--- config.mk ---
export PLATFORM = sky130hd
export DESIGN_NAME = stage_if
export DESIGN_NICKNAME = d
export VERILOG_FILES = /design/src/rtl/stage_if.sv
export SDC_FILE = /design/constraint.sdc
export NUM_CORES = 1
export LEC_CHECK = 0
export BUFFER_PORTS_ARGS = -buffer_cell sky130_fd_sc_hd__buf_2
export CAP_MARGIN = 10
export CORE_MARGIN = 3
export CORE_UTILIZATION = 55
export DETAILED_ROUTE_END_ITERATION = 8
export PLACE_DENSITY_LB_ADDON = 0.08
export SYNTH_ARGS = -nofsm -noshare
export SYNTH_HDL_FRONTEND = slang
export SYNTH_SLANG_ARGS = --single-unit
--- constraint.sdc ---
create_clock -name clk -period 4.1 [get_ports clk]
set_clock_uncertainty 0.1 [all_clocks]
set_input_delay 0.41 -clock clk [delete_from_list [all_inputs] [get_ports clk]]
set_output_delay 0.41 -clock clk [all_outputs]
set_load 0.01 [all_outputs]
--- src/rtl/stage_if.sv ---
// Instruction-fetch stage: assembles 32-bit little-endian instructions from a byte-wide
// memory port and presents them to decode through a one-entry output buffer.
module stage_if #(
  parameter logic [31:0] RESET_PC = 32'h0000_0000,
  parameter logic [31:0] NOP_INST = 32'h0000_0013
) (
  input  logic        clk,
  input  logic        rst,
  input  logic        rdy,
  input  logic        stall_i,
  input  logic        branch_enable_i,
  input  logic [31:0] branch_addr_i,
  input  logic        if_grant_i,
  input  logic [7:0]  mem_din_i,
  output logic        if_req_o,
  output logic [31:0] mem_a_o,
  output logic [31:0] pc_o,
  output logic [31:0] inst_o,
  output logic        inst_valid_o
);

  typedef enum logic [2:0] {
    S_IDLE,
    S_A0,
    S_A1,
    S_A2,
    S_A3,
    S_LAST,
    S_HOLD
  } state_t;

  state_t      state_reg;
  logic [31:0] fetch_pc_reg;
  logic [7:0]  byte_reg [0:3];

  logic [31:0] word_last;
  logic [31:0] word_held;
  logic        buffer_free;
  logic        handoff;

  // In S_LAST the top byte is still on the bus; in S_HOLD it has been latched.
  genvar gi;
  generate
    for (gi = 0; gi < 3; gi++) begin : g_word
      assign word_last[8*gi +: 8] = byte_reg[gi];
      assign word_held[8*gi +: 8] = byte_reg[gi];
    end
  endgenerate
  assign word_last[31:24] = mem_din_i;
  assign word_held[31:24] = byte_reg[3];

  assign buffer_free = !inst_valid_o || !stall_i;
  assign handoff     = inst_valid_o && !stall_i;

  // Request is held low while reset is asserted even though the state is S_IDLE.
  always_comb begin
    if_req_o = 1'b0;
    mem_a_o  = 32'h0;
    if (rst) begin
      case (state_reg)
        S_IDLE: if_req_o = 1'b1;
        S_A0: begin
          if_req_o = 1'b1;
          mem_a_o  = fetch_pc_reg;
        end
        S_A1: begin
          if_req_o = 1'b1;
          mem_a_o  = fetch_pc_reg + 32'd1;
        end
        S_A2: begin
          if_req_o = 1'b1;
          mem_a_o  = fetch_pc_reg + 32'd2;
        end
        S_A3: begin
          if_req_o = 1'b1;
          mem_a_o  = fetch_pc_reg + 32'd3;
        end
        default: begin
          if_req_o = 1'b0;
          mem_a_o  = 32'h0;
        end
      endcase
    end
  end

  always_ff @(posedge clk or negedge rst) begin
    if (!rst) begin
      state_reg    <= S_IDLE;
      fetch_pc_reg <= RESET_PC;
      pc_o         <= 32'h0;
      inst_o       <= NOP_INST;
      inst_valid_o <= 1'b0;
      for (int i = 0; i < 4; i++) begin
        byte_reg[i] <= 8'h0;
      end
    end else if (rdy) begin
      if (branch_enable_i) begin
        // Buffer content is wrong-path; drop it along with any partial fetch.
        state_reg    <= S_IDLE;
        fetch_pc_reg <= branch_addr_i;
        inst_valid_o <= 1'b0;
        inst_o       <= NOP_INST;
      end else begin
        if (handoff) begin
          inst_valid_o <= 1'b0;
          inst_o       <= NOP_INST;
        end
        case (state_reg)
          S_IDLE: begin
            if (if_grant_i) begin
              state_reg <= S_A0;
            end
          end
          S_A0: state_reg <= S_A1;
          S_A1: begin
            byte_reg[0] <= mem_din_i;
            state_reg   <= S_A2;
          end
          S_A2: begin
            byte_reg[1] <= mem_din_i;
            state_reg   <= S_A3;
          end
          S_A3: begin
            byte_reg[2] <= mem_din_i;
            state_reg   <= S_LAST;
          end
          S_LAST: begin
            byte_reg[3] <= mem_din_i;
            if (buffer_free) begin
              pc_o         <= fetch_pc_reg;
              inst_o       <= word_last;
              inst_valid_o <= 1'b1;
              fetch_pc_reg <= fetch_pc_reg + 32'd4;
              state_reg    <= S_IDLE;
            end else begin
              state_reg <= S_HOLD;
            end
          end
          S_HOLD: begin
            if (buffer_free) begin
              pc_o         <= fetch_pc_reg;
              inst_o       <= word_held;
              inst_valid_o <= 1'b1;
              fetch_pc_reg <= fetch_pc_reg + 32'd4;
              state_reg    <= S_IDLE;
            end
          end
          default: state_reg <= S_IDLE;
        endcase
      end
    end
  end

endmodule

== Yosys cells after proc, flatten, opt, wreduce, memory -nomap -nowiden ==
Index checks and enable logic that the tools add are counted.

* Bits in registers: 132
* Input port bits: 46
* Logic and storage cells: 59
* Output and inout bits: 98

* Add/subtract/negate cells: 4
* Reduce and logical (&&, ||, !) cells: 16
* Mux-type cells: 21
* Bitwise logic cells: 1
* Eq/ne operators: 8

{| class="wikitable"
|+ Operators by type and width
! cell !! number
|-
| $mux W32 || 8
|-
| $pmux W32 S4 || 1
|-
| $add A32 B2 Y32 const B || 2
|-
| $pmux W32 S2 || 1
|-
| $add A32 B1 Y32 const B || 1
|-
| $add A32 B3 Y32 const B || 1
|-
| $pmux W3 S7 || 1
|-
| $reduce_and A3 Y1 || 6
|-
| $mux W3 || 4
|-
| $eq A3 B3 Y1 const B || 3
|-
| $eq A3 B2 Y1 const B || 2
|-
| $mux W1 || 6
|-
| $ne A3 B3 Y1 const B || 2
|-
| $reduce_or A5 Y1 || 1
|-
| $reduce_and A4 Y1 || 1
|-
| $reduce_bool A2 Y1 || 2
|-
| $eq A3 B1 Y1 const B || 1
|-
| $logic_not A3 Y1 || 1
|-
| $logic_not A1 Y1 || 2
|-
| $reduce_or A2 Y1 || 1
|-
| $logic_and A1 B1 Y1 || 1
|-
| $logic_or A1 B1 Y1 || 1
|-
| $not A1 Y1 || 1
|}

== Logic depth before layout (Yosys ltp) ==
* Depth in word-level cells: 6
* Mapped depth: 9
* Mapped depth without buffers: 8

== Least setup slack after synthesis ==
OpenSTA, ideal clock, no wires.

* Kind: register to output
* From: register state_reg[2]
* To: output port mem_a_o[22]
* Stages on the path, launching flop included: 9
* Data required time: 3.590 ns
* Path slack: 1.219 ns
* Data arrival time: 2.371 ns
* Path through: dfrtp_1 > clkbuf_1 > or3b_1 > xnor2_1 > ha_1 > nor2_1 > o21ai_1 > or3b_1 > a21oi_1

* Cells in the longest elaborated chain, start to end: 3
* Elaborated cells between the ends (all ways): 6
* Those cells by class: 4 x eq/ne; 2 x mux

{| class="wikitable"
|+ RTL lines
! element !! RTL line !! text
|-
| from (decl) || 32 || <nowiki>state_t state_reg;</nowiki>
|-
| from (signal assigned) || 88 || <nowiki>state_reg <= S_IDLE;</nowiki>
|-
| from (signal assigned) || 99 || <nowiki>state_reg <= S_IDLE;</nowiki>
|-
| from (signal assigned) || 111 || <nowiki>state_reg <= S_A0;</nowiki>
|-
| $eq A3 B3 Y1 (tied with other cells) || 60 || <nowiki>case (state_reg)</nowiki>
|-
| $pmux W32 S4 * || 60 ||
|-
| $mux W32 * || 59 || <nowiki>if (rst) begin</nowiki>
|-
| to (decl) || 16 || <nowiki>output logic [31:0] mem_a_o,</nowiki>
|}

Mark *: on every way between the ends. The rest lies on a longest branch, timed or not.

== Worst setup path after layout ==
* From: register state_reg[2]
* To: output port mem_a_o[6]

Same word-level chain as after synthesis.

==> run_results.csv <==
group,metric,value,unit
final_layout,fillCellCount,1017,
pwr,combinationalPowerShare,20.2,%
worst_setup_path,required,3.59,ns
sta,maxSlewViolCount,0,
worst_setup_path,worstSetupPathType,"reg -> out",
sta,finalCriticalPeriod,3.920,ns
pwr,netSwitchingPower,0.001392,W
sta,worst_pin_slew,1.091,ns
clocking,cts_tree,"done",
worst_setup_path,cpLargestDelayFamily,"simple AND/OR/NAND/NOR gates",
route,drtIter0Drc,872,
grt,antenna_found_initial,0,
final_layout,diodes,0,
final_layout,layout-drive-gt1-share,24.95,%
synthesis,syn-mean-instance-area,8.981,sq um
sta,fin_hold_ws,0.07312,ns
sta,hold_violations,0,
pwr,internal_power,0.002779,W
clocking,clkSinkCount,132,
pwr,pwr-share-seq,40.9,%
placed_design,dp_hpwl,17410,um
clocking,postCtsSetupRepairBufs,0,
floorplan,rows,41,
sta,final.setup.tns,0,ns
worst_setup_path,timing.critical_path.buf_inv,1,
floorplan,die-area,14610,sq um
route,drtAntennaViolNets,0,
synthesis,synth.top_cell.area_share,44.48,%
pwr,power,0.004172,W
synthesis,syn_inst,808,
grt,grt_usage,35.58,%
placed_design,numPortBuffers,143,
route,wire_per_inst,22.86,um
worst_setup_path,worstPathArrival,3.41,ns
synthesis,synthFlopType,"dfrtp_1",
sta,max_freq,255.1,MHz
worst_hold_path,hold_class,"in -> reg",
clocking,htree_levels,4,
floorplan,io-pin-count,144,
synthesis,syn_nets,857,
pwr,vdd_drop_max,0.3455,mV
route,vias,7188,
floorplan,die_x,120.9,um
route,routed_wirelength,25290,um
synthesis,synth_cell_type_count,76,
grt,grt_pass1_wl,39850,um
pwr,p_per_area,479.0,nW/um^2
route,post-route-drc-count,0,
worst_setup_path,end_kind,"output pin",
final_layout,fin_util,68.18,%
floorplan,core_area,12770,sq um
sta,finalSetupViolCount,0,
floorplan,start_util,56.81,%
route,viasPerCell,6.499,
sta,relSlewSlack,27.30,%
clocking,clk_pin_slew_worst_paths,0.07,ns
route,first_pass_iters,5,
synthesis,synth_edf_count,0,
worst_setup_path,max_stage_delay,0.68,ns
clocking,cts_buffer_depth,2,
grt,grt_overflow,0,
floorplan,die_height,120.9,um
job,maxCapViolCount,0,
worst_setup_path,crit_chain,"or3b_1, xnor2_1, ha_1, nor2_1, a22oi_1, a211oi_1, buf_2",
sta,fin_crit_sh,95.62,%
placed_design,gp_congestion,0.9746,
synthesis,yosysWarnings,0,
pwr,swShare,33.38,%
clocking,cts_buffers,17,
final_layout,nets,970,
grt,grt_max_degree,64,
sta,fin_ws,0.1796,ns
final_layout,area_delta_synth_final,20.02,%
synthesis,ys_ff_latch,132,
worst_setup_path,critPathMaxFanout,19,
pwr,p_leak,4.169,nW
synthesis,synthTopCellsByArea,"dfrtp_1 (44%), nand2_1 (7.9%), mux2_2 (4.2%)",
worst_setup_path,cpMaxStageDelayCell,"dfrtp_1",
clocking,insertion_delay,0.44,ns
worst_setup_path,start_kind,"register",
clocking,cts_root_buf,"clkbuf_16",
synthesis,syn_area,7257,sq um
synthesis,synth_area_leader_cell,"dfrtp_1",
synthesis,seq_area_frac_synth,45.57,%
synthesis,async_flop_share,100.0,%
grt,grt_pass1_vias,7233,
run_status,status,"finished, final reports clean",
sta,rsz0062_at_grt,"no",
placed_design,detailedPlace.worstSlack,0.6122,ns
pwr,clkPwrFrac,38.9,%
power by group through the flow:
stage	registers [W]	clock network, W	logic [W]
after CTS	0.00170	0.00163	0.000834
after floorplan	0.00163	0	0.000558
final	0.00171	0.00162	0.000844
after global routing	0.00173	0.00169	0.000920
after detailed placement	0.00171	0	0.000818
after global placement	0.00170	0	0.000796
worst reg2reg max path, cell delays in order, from the launching register on:
cell	delay (ns)
dfrtp_1	0.68
xor2_1	0.22
nand3_1	0.54
and3_1	1.00
nand2_1	0.23
o21ai_0	0.15
final cells by class:
class	instances	area (sq um)	share of cell area, %
multi-input cells	597	3647	41.88
clock buffers	19	452.9	5.200
flip-flops and latches	132	3307	37.97
repair buffers	163	887.1	10.19
clock inverters	13	162.7	1.868
well taps	172	215.2	2.471
inverters	10	37.54	0.4310
metal layers:
layer  part of all wire, %  GRT usage (%)  vias to the layer above
li1                      -              -                     3190
met1                    39          44.96                     3512
met2                    48          58.35                      411
met3                   9.2          7.552                       75
met4                   3.8          17.00                        0
met5                     0              0                        -
synthesized netlist by cell type, drive strengths merged (5+ instances only):
cell,number
nand2,153
dfrtp,129
clkbuf,58
o21ai,52
a21oi,38
nor2,34
mux2,33
nand3,31
a22o,23
nor3,22
and3,16
nand4,16
a22oi,15
a31oi,12
buf,11
o311ai,11
o31ai,11
xnor2,9
and2,8
inv,8
or4,7
and4,6
o211ai,6
a221o,5
nor4,5
o22ai,5
or3,5
cell families after synthesis:
family	synth area share, %
fa+ha+maj	0.5173
xor+xnor	1.569
simple gates	21.05
compound gates	21.40
flops	45.57
buf+inv	4.362
mux	5.534
placed cells by master (no fill, tap or decap), types with 7 or more instances in the layout:
cell       count
and2_1         7
mux2_2        27
buf_4         18
o21ai_0       49
nand2_1      153
buf_2        142
nand3_1       31
and3_1        16
nor3_1        22
clkbuf_16     17
a22oi_1       15
xnor2_1        9
a21oi_1       38
a31oi_1       12
a22o_1        23
inv_1          8
nand4_1       15
o31ai_1       11
nor2_1        32
dfrtp_1      129
path summary, 6_finish.rpt:
kind | endpoint | slack (ns) | from | cells past startpoint
max | mem_a_o[6] | 0.18 | state_reg[2]$_DFFE_PN0P_ | 7
min | fetch_pc_reg[1]$_DFFE_PN0P_ | 0.07 | branch_addr_i[1] | 3
max reg2reg | inst_o[30]$_DFFE_PN0P_ | 1.10 | state_reg[0]$_DFFE_PN0P_ | 5
min reg2reg | pc_o[14]$_DFFE_PN0P_ | 0.37 | pc_o[14]$_DFFE_PN0P_ | 2
max in group asynchronous | inst_o[31]$_DFFE_PN0P_ | 2.47 | rst | 3
min in group asynchronous | fetch_pc_reg[2]$_DFFE_PN0P_ | 0.34 | rst | 2
per-stage QoR:
step	instance area, sq um	instances
6_report	8710	1106
5_1_grt	8710	1106
4_1_cts	8706	1106
3_5_place_dp	8080	1073
3_3_place_gp	8080	1073
2_1_floorplan	7257	808
timing repair:
action	CTS	global route
resized for setup	0	1
hold buffers	1	0
hold endpoints to repair	31	0
setup endpoints to repair	0	2
Power figures use the tool's default switching activity.
